$ cat src/rtl/iir_deemph_if.sv
// FIFO-side signals of the de-emphasis filter: input FIFO pop side and output FIFO push side.
interface iir_deemph_if #(parameter int DATA_SIZE = 32);
    logic                 in_empty;
    logic                 in_rd_en;
    logic [DATA_SIZE-1:0] din;
    logic                 out_full;
    logic                 out_wr_en;
    logic [DATA_SIZE-1:0] dout;

    modport master (input in_empty, din, out_full, output in_rd_en, out_wr_en, dout);
    modport slave  (output in_empty, din, out_full, input in_rd_en, out_wr_en, dout);
endinterface

$ cat src/rtl/iir_deemph.sv
// First-order IIR de-emphasis: y[n] = DEQ(X0*x[n] + X1*x[n-1]) + DEQ(Y1*y[n-1]), READ/MULT/WRITE FSM.
// Define IIR_DEEMPH_SATURATE_EN to clamp the 2*DATA_SIZE sum instead of wrapping it.
module iir_deemph #(
    parameter int DATA_SIZE = 32,
    parameter int BITS      = 10,
    parameter int X0        = 178,
    parameter int X1        = 178,
    parameter int Y1        = -666
) (
    input logic          clock,
    input logic          reset,
    iir_deemph_if.master bus
);
    localparam int W = 2 * DATA_SIZE;

    localparam logic [1:0] S_READ  = 2'd0;
    localparam logic [1:0] S_MULT  = 2'd1;
    localparam logic [1:0] S_WRITE = 2'd2;

    localparam logic signed [W-1:0] C_X0 = W'(X0);
    localparam logic signed [W-1:0] C_X1 = W'(X1);
    localparam logic signed [W-1:0] C_Y1 = W'(Y1);
    localparam logic signed [W-1:0] BIAS = {{(W-BITS){1'b0}}, {BITS{1'b1}}};
    localparam logic signed [W-1:0] SMAX = {{(W-DATA_SIZE+1){1'b0}}, {(DATA_SIZE-1){1'b1}}};
    localparam logic signed [W-1:0] SMIN = ~SMAX;

    logic [1:0]                  state_q, state_d;
    logic                        run_q;
    logic signed [DATA_SIZE-1:0] x_cur_q, x_cur_d, x_prev_q, x_prev_d, y_prev_q, y_prev_d;
    logic signed [W-1:0]         p0_q, p0_d, p1_q, p1_d, p2_q, p2_d;
    logic signed [W-1:0]         sum;
    logic signed [DATA_SIZE-1:0] y_out;
    logic                        rd_en, wr_en;

    // Truncate toward zero: negative values are biased up before the arithmetic shift.
    function automatic logic signed [W-1:0] deq(input logic signed [W-1:0] v);
        logic signed [W-1:0] t;
        t = v + (v[W-1] ? BIAS : '0);
        return t >>> BITS;
    endfunction

    always_comb begin
        sum = deq(p0_q + p1_q) + deq(p2_q);
`ifdef IIR_DEEMPH_SATURATE_EN
        if (sum > SMAX)      y_out = SMAX[DATA_SIZE-1:0];
        else if (sum < SMIN) y_out = SMIN[DATA_SIZE-1:0];
        else                 y_out = sum[DATA_SIZE-1:0];
`else
        y_out = sum[DATA_SIZE-1:0];
`endif
    end

    always_comb begin
        state_d  = state_q;
        x_cur_d  = x_cur_q;
        x_prev_d = x_prev_q;
        y_prev_d = y_prev_q;
        p0_d     = p0_q;
        p1_d     = p1_q;
        p2_d     = p2_q;
        rd_en    = 1'b0;
        wr_en    = 1'b0;
        case (state_q)
            // run_q keeps the release cycle from popping
            S_READ: if (run_q && !bus.in_empty) begin
                rd_en   = 1'b1;
                x_cur_d = bus.din;
                state_d = S_MULT;
            end
            S_MULT: begin
                p0_d    = C_X0 * W'(x_cur_q);
                p1_d    = C_X1 * W'(x_prev_q);
                p2_d    = C_Y1 * W'(y_prev_q);
                state_d = S_WRITE;
            end
            S_WRITE: if (!bus.out_full) begin
                wr_en    = 1'b1;
                x_prev_d = x_cur_q;
                y_prev_d = y_out;
                state_d  = S_READ;
            end
            default: state_d = S_READ;
        endcase
    end

    always_ff @(posedge clock or negedge reset) begin
        if (!reset) begin
            state_q  <= S_READ;
            run_q    <= 1'b0;
            x_cur_q  <= '0;
            x_prev_q <= '0;
            y_prev_q <= '0;
            p0_q     <= '0;
            p1_q     <= '0;
            p2_q     <= '0;
        end else begin
            state_q  <= state_d;
            run_q    <= 1'b1;
            x_cur_q  <= x_cur_d;
            x_prev_q <= x_prev_d;
            y_prev_q <= y_prev_d;
            p0_q     <= p0_d;
            p1_q     <= p1_d;
            p2_q     <= p2_d;
        end
    end

    assign bus.in_rd_en  = rd_en;
    assign bus.out_wr_en = wr_en;
    assign bus.dout      = y_out;
endmodule

$ cat src/flat_wrapper.sv
// flat-port wrapper written by rule: the top's interface ports become plain ports
module iir_deemph_flat 
#(
    parameter int DATA_SIZE = 32,
    parameter int BITS      = 10,
    parameter int X0        = 178,
    parameter int X1        = 178,
    parameter int Y1        = -666
)
  (clock, reset, bus_in_empty, bus_din, bus_out_full, bus_in_rd_en, bus_out_wr_en, bus_dout);
  iir_deemph_if #(.DATA_SIZE(DATA_SIZE)) bus_i ();
  input logic clock;
  input logic reset;
  input wire logic [$bits(bus_i.in_empty)-1:0] bus_in_empty;
  input wire logic [$bits(bus_i.din)-1:0] bus_din;
  input wire logic [$bits(bus_i.out_full)-1:0] bus_out_full;
  output wire logic [$bits(bus_i.in_rd_en)-1:0] bus_in_rd_en;
  output wire logic [$bits(bus_i.out_wr_en)-1:0] bus_out_wr_en;
  output wire logic [$bits(bus_i.dout)-1:0] bus_dout;
  assign bus_i.in_empty = bus_in_empty;
  assign bus_i.din = bus_din;
  assign bus_i.out_full = bus_out_full;
  assign bus_in_rd_en = bus_i.in_rd_en;
  assign bus_out_wr_en = bus_i.out_wr_en;
  assign bus_dout = bus_i.dout;
  iir_deemph #(.DATA_SIZE(DATA_SIZE), .BITS(BITS), .X0(X0), .X1(X1), .Y1(Y1)) u_core (.clock(clock), .reset(reset), .bus(bus_i));
endmodule
$ cat config.mk
export PLATFORM = sky130hd
export DESIGN_NAME = iir_deemph_flat
export DESIGN_NICKNAME = d
export VERILOG_FILES = /design/src/rtl/iir_deemph_if.sv /design/src/rtl/iir_deemph.sv /design/src/flat_wrapper.sv
export SDC_FILE = /design/constraint.sdc
export NUM_CORES = 1
export LEC_CHECK = 0
export CAP_MARGIN = 20
export CELL_PAD_IN_SITES_DETAIL_PLACEMENT = 0
export CELL_PAD_IN_SITES_GLOBAL_PLACEMENT = 2
export CORE_MARGIN = 5
export CORE_UTILIZATION = 43
export CTS_CLUSTER_SIZE = 20
export DETAILED_ROUTE_END_ITERATION = 10
export DONT_BUFFER_PORTS = 1
export GPL_ROUTABILITY_DRIVEN = 0
export PLACE_DENSITY = 0.84
export SLEW_MARGIN = 10
export SYNTH_ARGS = -nofsm -noshare
export SYNTH_HDL_FRONTEND = slang
export SYNTH_SLANG_ARGS = --single-unit
$ cat constraint.sdc
create_clock -name clock -period 9.6 [get_ports clock]
set_input_delay 0.96 -clock clock [delete_from_list [all_inputs] [get_ports clock]]
set_output_delay 0.96 -clock clock [all_outputs]
set_load 0.005 [all_outputs]
* After elaboration in Yosys (flattened, before gate mapping)
Cells that the tools add are included.
Widths: inputs -> output; s select.
** Word-level totals
- Register bits :: 267
- Output and inout bits :: 34
- Logic and storage cells :: 35
** Operators by class
- Add/sub/neg operators :: 4
- $mul :: 3
- Equal/unequal tests :: 4
- Muxes and demuxes :: 9
- Bitwise operators :: 1
- Reduce and logical (&&, ||, !) cells :: 6
** Operator list (number)
- $mul 8x32->40 const A :: 2
- $add 64x64->64 :: 1
- $add 42x10->42 :: 1
- $add 42x42->42 :: 1
- $mul 10x32->42 const A :: 1
- $add 32x32->32 :: 1
- $mux 10 :: 2
- $pmux 2 s3 :: 1
- $reduce_and 2->1 :: 3
- $mux 1 :: 4
- $mux 2 :: 2
- $eq 2x1->1 const B :: 1
- $eq 2x2->1 const B :: 1
- $logic_not 2->1 :: 1
- $ne 2x1->1 const B :: 1
- $ne 2x2->1 const B :: 1
- $logic_and 1x1->1 :: 1
- $logic_not 1->1 :: 1
- $not 1->1 :: 1

* Depth between registers and ports, before layout
Gate-level depths: netlist of run 1.
- Word-level depth :: 4
- Depth in mapped cells :: 35

* Least setup slack after synthesis of run 1
Ideal clock, no wire load.
- Path type :: reg-to-output
- Start point :: register u_core.p1_q[1]
- End point :: output port bus_dout[30]
- Data arrival time :: 7.374 ns
- Slack :: 1.266 ns
- Cell stages (with the launch flop) :: 34
- Path buffers :: 0
- Cell sequence :: dfrtp_1 > ha_1 > fa_1 > a21o_1 > a221o_1 > a211o_1 > a311o_1 > nand2_2 > nor3_1 > a31oi_1 > ha_1 > a21o_1 > a21oi_1 > nor2b_1 > a41o_1 > a21oi_1 > nor4b_1 > nor3_1 > a211oi_1 > o21bai_1 > o41ai_1 > xnor2_1 > ha_1 > a21o_1 > a21oi_1 > nand2b_1 > a21oi_1 > a211o_1 > a31oi_1 > o31ai_1 > a2111oi_0 > o21bai_1 > a21oi_1 > xnor2_1
** On the way
- Longest elaborated chain between the ends :: 4
** RTL lines
- from (decl) :: line iir_deemph.sv:30 : logic signed [W-1:0] p0_q, p0_d, p1_q, p1_d, p2_q, p2_d;
- from (signal assigned) :: line iir_deemph.sv:103 : p1_q <= p1_d;
- $add 64x64->64 * :: line iir_deemph.sv:43 : sum = deq(p0_q + p1_q) + deq(p2_q);
- $mux 10 :: line iir_deemph.sv:38 : t = v + (v[W-1] ? BIAS : '0);
- $add 42x42->42 * :: line iir_deemph.sv:38
- $add 32x32->32 * :: line iir_deemph.sv:43
- to (decl) :: line flat_wrapper.sv:19 : output wire logic [$bits(bus_i.dout)-1:0] bus_dout;
Every way passes the cells marked *; elsewhere a longest branch is shown, timed or not.

* Worst setup path after layout of run 1
- Start point :: register u_core.p1_q[1]
- End point :: output port bus_dout[24]
Same word-level chain as after synthesis.

==> flow_summary_export.csv, run 1 <==
group,metric,value,unit
setup_path,critPathArrivalTime,8.20,ns
sta,setup_viol,0,
run,drv_cap,0,
floorplanning,design.core.area,67300,µm²
synth,yosysWarningCount,0,
synth,synth_ff_type,"dfrtp_1",
synth,synth-async-reset-ratio,100,%
floorplanning,die_w,271,µm
cells_and_area,diodes,0,
cells_and_area,drive_gt1_share,4.33,%
synth,synth_cells,3255,
setup_path,cp.required,8.64,ns
clock_tree,clk_latency,0.61,ns
sta,finalCriticalPeriod,9.16,ns
sta,slew_viol_final,0,
global_routing,track_usage,19.3,%
route,drt_iter0_markers,998,
route,firstDrtPassIters,5,
sta,tightest_slew,0.920,ns
floorplanning,rows,95,
floorplanning,dieHeight,271,µm
setup_path,cp_slowest_cell,"a221o_1",
clock_tree,cts.sinks,221,
synth,syn_area,29200,µm²
setup_path,end_kind,"output port",
cells_and_area,layout.nets,4042,
clock_tree,clk_pin_slew,0.06,ns
route,via_count,21600,
route,drt-total-wl,70000,µm
setup_path,cp_common_cell,"a21oi_1",
sta,setup_slack,0.439,ns
synth,synth_cell_types,83,
outcome,status,"complete, no violations",
cells_and_area,multiInputGateArea,21400,µm²
floorplanning,initial_utilization,43.4,%
sta,slew_headroom,38.0,%
synth,ys_seq_elements,221,
sta,skew,0.0193,ns
setup_path,startpoint_type,"flop",
synth,synth-edff-count,0,
global_routing,grt_max_degree,208,
placed_design,dpl_cell_area,30100,µm²
clock_tree,htree_levels,1,
clock_tree,clockBufferDepth,3,
route,drc_errors,0,
clock_tree,cts_tree,"built",
global_routing,grt_pass1_wl,118000,µm
placed_design,dp_hpwl,58400,µm
route,detail_route.wl_per_cell,16.9,µm
setup_path,critPathMaxFanout,7,
sta,max_freq,0.109,GHz
clock_tree,cts_root_buf,"clkbuf_16",
cells_and_area,fill_cells,6568,
floorplanning,pin_count,70,
synth,syn-num-nets,4062,
setup_path,timing_worst_setup_path_type,"flop to output port",
floorplanning,design.die.area,73200,µm²
sta,fin_crit_sh,95.4,%
route,viasPerCell,5.24,
cells_and_area,area_growth,7.08,%
cells_and_area,final_area,31300,µm²
worst_hold_path,hp-class,"input port to async pin",
route,ant_nets,0,
sta,hold_viol,0,
clock_tree,cts_buffers,31,
global_routing,overflow,0,
global_routing,antenna_found_initial,0,
synth,yosysSeqAreaShare,18.9,%
placed_design,io_buffers,0,
placed_design,post-place-ws,0.352,ns
synth,avgSynthCellArea,8.97,µm²
cells_and_area,seqCellArea,5530,µm²
global_routing,grt_pass1_vias,22600,
setup_path,max_stage_delay,0.41,ns
-- layout make-up --
cell class	instances	share of cell area, %
Tap cell	873	3.49
Multi-Input combinational cell	2414	68.5
Clock buffer	38	2.63
Timing Repair Buffer	12	0.304
Inverter	555	6.67
Sequential cell	221	17.7
Clock inverter	19	0.716
-- cells in the mapped netlist, drive strengths merged, types with 14 or more instances --
master,number,area share (%)
fa,247,17
nor3,31,0.53
nor4,16,0.51
o21bai,23,0.63
clkbuf,52,0.67
nor2b,23,0.49
nor2,97,1.2
a21oi,152,2.6
nand2,398,5.1
nand4,18,0.39
xor2,86,2.6
ha,524,22
a31oi,20,0.43
o21ai,199,3.4
a21o,84,2.2
xnor2,128,3.8
nand2b,31,0.66
dfrtp,221,19
mux2,38,1.5
a211oi,15,0.39
or3,18,0.39
o21a,22,0.57
and3,31,0.68
inv,555,7.1
nand3,58,1.1
o31ai,14,0.36
-- routing by layer --
| metal | part of all wire, % | track usage, % | wire length, µm | up-vias |
|---|---|---|---|---|
| li1 | - | - | - | 10800 |
| met1 | 46 | 25.8 | 32500 | 10500 |
| met2 | 48 | 34.0 | 33900 | 236 |
| met3 | 2.5 | 1.88 | 1760 | 98 |
| met4 | 2.6 | 4.61 | 1820 | 0 |
| met5 | 0 | 0 | 0 | - |
-- path summary, 6_finish.rpt --
kind                                  from                  end  slack, ns  cells past startpoint
min                                  reset  u_core.x_prev_q[28]       0.07                      0
min in group clock            bus_in_empty    u_core.state_q[0]       0.41                      1
min reg2reg                u_core.p1_q[18]      u_core.p1_q[18]       0.48                      2
max in group asynchronous            reset   u_core.x_cur_q[22]       8.16                      1
max reg2reg                 u_core.p1_q[1]  u_core.y_prev_q[30]       1.67                     35
max                         u_core.p1_q[1]         bus_dout[24]       0.44                     34
-- flip-flops by register name, indices dropped and copies added (netlist names) --
signal	flops
u_core.p0_q	40
u_core.p1_q	40
u_core.p2_q	42
u_core.run_q	1
u_core.state_q	2
u_core.x_cur_q	32
u_core.x_prev_q	32
u_core.y_prev_q	32
-- cells by family after synthesis --
group / after synthesis / share of synthesized area, %
other: 1 / 0.0128
and+or+nand+nor: 770 / 12.4
muxes: 41 / 1.57
DFF: 221 / 18.9
adders and majority gates: 771 / 39.4
buffers and inverters: 620 / 8.03
xor gates and xnor gates: 214 / 6.42
AOI/OAI and AO/OA: 617 / 13.3
-- placed cells by master (no fill, tap or decap), types with 6 or more instances in the layout --
cell type	Yosys	final
inv_1	554	554
ha_1	524	524
nand2_1	397	397
fa_1	247	247
dfrtp_1	221	221
o21ai_0	196	195
a21oi_1	151	149
xnor2_1	128	127
nor2_1	97	97
xor2_1	86	86
a21o_1	83	83
nand3_1	56	55
mux2_2	38	38
clkbuf_16	0	31
nand2b_1	31	30
and3_1	30	30
nor3_1	31	30
o21a_1	22	22
o21bai_1	22	22
nor2b_1	23	21
a31oi_1	20	18
nand4_1	18	18
or3_1	18	18
a211oi_1	15	15
o31ai_1	14	13
and2_1	12	12
nor4_1	11	11
clkinv_2	0	11
a211o_1	11	10
and4_1	10	10
buf_4	0	10
o211ai_1	8	8
a2111oi_0	8	7
o41ai_1	6	6
or2_2	6	6
-- worst max-delay path: cells and delay by family, from the launching register on --
family          cells  cell delay [ns]
compound gates     22             4.34
flops               1             0.38
xor+xnor            2             0.57
buf+inv             1             0.17
simple gates        5             0.90
fa+ha+maj           4             1.20
-- metrics by stage --
stage | setup TNS [ns] | cells | hold WS, ns | util (%)
4_1_cts | 0 | 4129 | 0.00806 | 46.4
5_1_grt | -0.0146 | 4132 | 0.0230 | 46.5
3_5_place_dp | 0 | 4071 | 0.471 | 44.8
3_3_place_gp | 0 | 4071 | 0.466 | 44.8
6_report | 0 | 4132 | 0.0739 | 46.5
2_1_floorplan | 0 | 3255 | 0.450 | -
-- repair_timing --
item	in CTS	in global routing
endpoints found under the hold margin	15	2
hold buffers	1	1
resized for setup	3	13
pin swaps	0	3
setup buffers	0	2
endpoints found under the setup margin	4	12
Power of run 1 is not shown: default switching activity piles up to over one toggle a cycle in this logic, so the estimate is an artifact.
==> run 2, diff against run 1 <==
--- a/config.mk
+++ b/config.mk
@@ -5,11 +5,12 @@
 export SDC_FILE = /design/constraint.sdc
 export NUM_CORES = 1
 export LEC_CHECK = 0
+export ABC_AREA = 1
 export CAP_MARGIN = 20
 export CELL_PAD_IN_SITES_DETAIL_PLACEMENT = 0
 export CELL_PAD_IN_SITES_GLOBAL_PLACEMENT = 2
 export CORE_MARGIN = 5
-export CORE_UTILIZATION = 43
+export CORE_UTILIZATION = 40
 export CTS_CLUSTER_SIZE = 20
 export DETAILED_ROUTE_END_ITERATION = 10
 export DONT_BUFFER_PORTS = 1
==> run 2 against run 1 <==
- global-route usage increased by 2.1 points
- die area increased by 16%
- via count increased by 23%
- sequential cell count unchanged
- design area increased by 8.5%
- hold slack improved by 0.0010 ns
- fmax increased by 15%
- synthesized cell count increased by 32%
- count of clock-buffer cells in the layout increased by 11
- largest cell class unchanged
- critical path type unchanged
==> flow_summary_export.csv, run 2 <==
group,metric,value,unit
sta,setup_tns,0,ns
setup_path,r2r_cells,39,
sta,tightest_slew,0.871,ns
route,drt-total-wl,92500,µm
synth,muxShareOfSynthArea,0,%
cells_and_area,area_growth,6.98,%
synth,synth_fa_ha_area_share,36.3,%
cells_and_area,layout.nets,5095,
synth,synthTopCellsByCount,"nand2_1, inv_1, ha_1",
setup_path,max_stage_delay,0.46,ns
synth,yosysSeqAreaShare,17.4,%
setup_path,cp_common_cell,"nand2_1",
clock_tree,post_cts.repair.setup_buffers,0,
sta,skew,0.0179,ns
clock_tree,clk_latency,0.60,ns
outcome,status,"complete, no violations",
synth,synth_most_common_cell,"nand2_1",
sta,finalCriticalPeriod,7.99,ns
synth,syn_area,31700,µm²
setup_path,rrSetupSlack,2.88,ns
synth,synth_top_area_share,20.7,%
setup_path,critPathArrivalTime,7.03,ns
synth,synth_compound_area_share,8.88,%
sta,max_freq,0.125,GHz
setup_path,r2r-end,"u_core.y_prev_q[21]",
route,drt_iter0_markers,1736,
clock_tree,htree_levels,1,
clock_tree,clk_pin_slew,0.06,ns
sta,hold_viol,0,
setup_path,end_kind,"output port",
synth,synth_ff_type,"dfrtp_1",
floorplanning,dieHeight,292,µm
route,detail_route.wl_per_cell,17.3,µm
placed_design,dp_hpwl,78700,µm
clock_tree,cts-hold-fix-buffers,0,
sta,slew_viol_final,0,
cells_and_area,top_register,"u_core.p2_q",
synth,synth-async-reset-ratio,100,%
setup_path,critPathMaxFanout,14,
synth,yosysTopAreaCell,"ha_1",
floorplanning,initial_utilization,40.3,%
setup_path,cp.required,8.64,ns
synth,ys_seq_elements,221,
cells_and_area,drive_gt1_share,2.90,%
clock_tree,cts_buffers,31,
route,viasPerCell,4.95,
global_routing,grt_max_degree,222,
clock_tree,cts_root_buf,"clkbuf_16",
floorplanning,design.core.area,78700,µm²
cells_and_area,final_common_cell,"nand2_1",
synth,synth-edff-count,0,
global_routing,grt_pass1_vias,25600,
floorplanning,design.die.area,85000,µm²
synth,synth-simple-area-share,22.0,%
route,drc_errors,0,
setup_path,cp_slowest_cell,"a21boi_0",
cells_and_area,final_cell_mix,"nand2_1, inv_1, ha_1, nor2_1, fa_1",
clock_tree,cts_tree,"built",
setup_path,timing_worst_setup_path_type,"flop to output port",
synth,avgSynthCellArea,7.38,µm²
clock_tree,clockBufferDepth,3,
sta,slew_headroom,42.0,%
global_routing,antenna_found_initial,0,
synth,yosys-top-cells-area,"ha_1, dfrtp_1, fa_1, nand2_1, inv_1",
floorplanning,pin_count,70,
cells_and_area,top_regs,"u_core.p2_q x42, u_core.p0_q x40, u_core.p1_q x40",
clock_tree,postCtsResizedCells,0,
synth,synth_cell_types,58,
global_routing,track_usage,21.5,%
route,via_count,26500,
route,ant_nets,0,
floorplanning,rows,103,
synth,yosysWarningCount,0,
placed_design,io_buffers,0,
synth,synth_cells,4296,
synth,synth_top_family_by_area,"adder cells",
floorplanning,die_w,292,µm
synth,synthXorXnorAreaFrac,4.06,%
sta,setup_viol,0,
sta,rsz0062_at_grt,"no",
cells_and_area,diodes,0,
route,firstDrtPassIters,5,
run,drv_cap,0,
setup_path,startpoint_type,"flop",
synth,syn-num-nets,5103,
global_routing,overflow,0,
setup_path,regToRegStartpoint,"u_core.p1_q[1]",
clock_tree,cts.sinks,221,
cells_and_area,largest_reg_flops,42,
worst_hold_path,hp-class,"input port to async pin",
sta,fin_crit_sh,83.3,%
global_routing,grt_pass1_wl,147000,µm
-- run 2: cell type report --
type	count	area (µm²)
inverter	906	3400
tap	1050	1310
sequential	221	5530
multi-input combinational	3122	22600
fill	8308	44800
timing repair buffer	6	45.0
clock buffer	49	913
clock inverter	5	103
-- run 2: per-stage QoR --
step	hold WS, ns	worst slack, ns	cell area, µm²	cells	util, %
2_1_floorplan	0.446	3.51	31700	4296	-
3_3_place_gp	0.464	2.34	32900	5305	41.8
3_5_place_dp	0.466	2.23	32900	5305	41.8
4_1_cts	0.0193	1.57	33900	5359	43.1
5_1_grt	0.0295	0.867	33900	5359	43.1
6_report	0.0749	1.61	33900	5359	43.1
-- run 2: cell families (layout without fill, tap and decap cells) --
group | Yosys count | after routing
buffers and inverters | 953 | 966
other | 1 | 1
and+or+nand+nor | 1688 | 1688
xor gates and xnor gates | 146 | 146
adders and majority gates | 771 | 771
AOI/OAI and AO/OA | 516 | 516
DFF | 221 | 221
-- run 2: per-layer routing --
| layer | part of all wire, % | vias to the layer above | wire (µm) | global-route usage, % |
|---|---|---|---|---|
| li1 | - | 13500 | - | - |
| met1 | 53 | 12500 | 48800 | 34.6 |
| met2 | 40 | 504 | 37000 | 31.0 |
| met3 | 5.9 | 60 | 5430 | 3.16 |
| met4 | 1.3 | 0 | 1230 | 3.00 |
| met5 | 0 | - | 0 | 0 |
-- run 2: critical path, delay by kind of cell, from the launching register on --
kind | cells | cell delay [ns]
DFF | 1 | 0.38
AOI/OAI and AO/OA | 8 | 1.81
buffers and inverters | 4 | 0.23
adders and majority gates | 4 | 1.36
and+or+nand+nor | 23 | 2.65
-- run 2: worst max-delay path by stage --
stage	endpoint	cells after the start	start	slack [ns]
finish	bus_dout[27]	39	u_core.p1_q[1]	1.61
global route	bus_dout[27]	39	u_core.p0_q[1]	0.87
CTS	bus_dout[27]	39	u_core.p1_q[1]	1.57
detailed placement	bus_dout[27]	39	u_core.p1_q[1]	2.23
global placement	bus_dout[27]	39	u_core.p1_q[1]	2.34
floorplan	bus_dout[27]	39	u_core.p1_q[1]	3.51
Power of run 2 is left out for the same reason.
==> run 3, diff against run 2 <==
==> constraint.sdc (replaced) <==
create_clock -name clock -period 7.4 [get_ports clock]
set_input_delay 0.74 -clock clock [delete_from_list [all_inputs] [get_ports clock]]
set_output_delay 0.74 -clock clock [all_outputs]
set_load 0.005 [all_outputs]
==> run 3 against run 2 <==
- die area unchanged
- core utilization up 0.44 points
- critical path type unchanged
- critical path depth down 8
- wire length increased by 1.3%
- count of clock-buffer cells in the layout down 9
- setup slack worse by 1.3 ns
==> flow_summary_export.csv, run 3 (synthesized netlist as in run 2, its figures left out) <==
group,metric,value,unit
outcome,status,"complete, no violations",
cells_and_area,final_common_cell,"nand2_1",
cells_and_area,top_register,"u_core.p2_q",
clock_tree,cts_root_buf,"clkbuf_16",
setup_path,cp_common_cell,"nand2_1",
clock_tree,clk_latency,0.60,ns
cells_and_area,largest_reg_flops,42,
placed_design,io_buffers,0,
floorplanning,die_w,292,µm
sta,hold_slack,0.0147,ns
sta,hold_viol,0,
floorplanning,rows,103,
setup_path,critPathMaxFanout,7,
setup_path,cp-startpoint,"u_core.p0_q[36]",
setup_path,critical_path_buf_inv_count,6,
setup_path,end_kind,"output port",
floorplanning,pin_count,70,
route,drt_iter0_markers,1812,
route,drc_errors,0,
global_routing,grt_pass1_vias,26000,
setup_path,r2r-end,"u_core.p2_q[42]",
route,drt-total-wl,93700,µm
setup_path,cp.required,6.66,ns
global_routing,overflow,0,
sta,fin_crit_sh,95.3,%
route,via_count,26800,
clock_tree,htree_levels,1,
sta,setup_viol,0,
setup_path,cp_slowest_cell,"ha_1",
cells_and_area,diodes,0,
global_routing,grt_pass1_wl,148000,µm
setup_path,timing_worst_setup_path_type,"flop to output port",
setup_path,rrSetupSlack,1.39,ns
setup_path,startpoint_type,"flop",
floorplanning,design.die.area,85000,µm²
cells_and_area,top_regs,"u_core.p2_q x42, u_core.p0_q x40, u_core.p1_q x40",
sta,finalCriticalPeriod,7.05,ns
cells_and_area,drive_gt1_share,4.09,%
cells_and_area,fill_cells,8328,
global_routing,antenna_found_initial,1,
setup_path,r2r_cells,24,
floorplanning,design.core.area,78700,µm²
setup_path,regToRegStartpoint,"u_core.y_prev_q[23]",
setup_path,crit_family,"simple AND/OR/NAND/NOR gates",
run,drv_cap,0,
clock_tree,cts.sinks,221,
placed_design,dp_hpwl,79600,µm
route,viasPerCell,4.98,
route,ant_nets,0,
clock_tree,clockBufferDepth,3,
cells_and_area,final_cell_mix,"nand2_1, inv_1, ha_1, nor2_1, fa_1",
setup_path,max_stage_delay,0.41,ns
sta,slew_viol_final,0,
sta,slew_headroom,35.0,%
floorplanning,initial_utilization,40.3,%
cells_and_area,layout.nets,5109,
setup_path,critPathArrivalTime,6.31,ns
worst_hold_path,hp-class,"input port to async pin",
clock_tree,cts_buffers,31,
global_routing,grt_max_degree,222,
sta,max_freq,0.142,GHz
route,firstDrtPassIters,5,
route,detail_route.wl_per_cell,17.4,µm
clock_tree,clk_pin_slew,0.06,ns
global_routing,track_usage,21.7,%
sta,skew,0.0191,ns
clock_tree,cts_tree,"built",
sta,tightest_slew,0.970,ns
cells_and_area,area_growth,8.08,%
floorplanning,dieHeight,292,µm
run 3: layout make-up:
cell class | instances | area (µm²) | area share (%)
well taps | 1050 | 1310 | 3.83
clock buffers | 40 | 870 | 2.54
inverters | 906 | 3400 | 9.93
flip-flops and latches | 221 | 5530 | 16.1
repair buffers | 20 | 190 | 0.555
multi-input cells | 3122 | 22800 | 66.5
clock inverters | 17 | 189 | 0.551
run 3: metal layers:
metal / share of wire [%] / global-route usage, % / vias to the layer above
met5: 0 / 0 / -
met4: 1.7 / 3.64 / 0
met3: 5.3 / 2.72 / 81
met2: 40 / 31.2 / 509
met1: 53 / 35.1 / 12700
li1: - / - / 13500
run 3: timing repair:
action | CTS | global route
pin swaps | 1 | 7
setup endpoints to repair | 10 | 16
resized for setup | 6 | 33
hold buffers | 1 | 0
setup buffers | 2 | 6
hold endpoints to repair | 221 | 0
run 3: worst max path at each step:
| stage | endpoint | cells past startpoint |
|---|---|---|
| finish | bus_dout[31] | 31 |
| detailed placement | bus_dout[27] | 38 |
| floorplan | bus_dout[27] | 39 |
| global placement | bus_dout[27] | 39 |
| global route | bus_dout[22] | 38 |
| CTS | bus_dout[25] | 39 |
run 3: worst reg2reg max path: stages (launching register included):
cell and delay (ns):
dfrtp_1 0.57, inv_1 0.17, ha_1 0.31, inv_1 0.05, fa_1 0.52, inv_1 0.05, fa_1 0.50, fa_1 0.52
fa_1 0.49, ha_1 0.40, nand2_1 0.11, nor2_1 0.15, inv_1 0.05, nor3_1 0.13, inv_1 0.11, nor4_1 0.35
nand3_1 0.28, nand3_1 0.20, nand2_1 0.08, nand2_1 0.08, a21oi_1 0.06, o21bai_1 0.15, or2_2 0.13, nand3_1 0.30
nand2_1 0.17
run 3: metrics by stage:
step	instance area [µm²]	utilization (%)	setup slack, ns	setup TNS, ns	cells
after floorplan	31700	-	1.53	0	4296
after CTS	34100	43.3	0.0231	0	5369
after detailed placement	32900	41.8	0.307	0	5309
after global placement	32900	41.8	0.422	0	5309
after global routing	34300	43.5	-0.0182	-0.0835	5376
final	34300	43.5	0.351	0	5376
Power of run 3 is left out for the same reason.
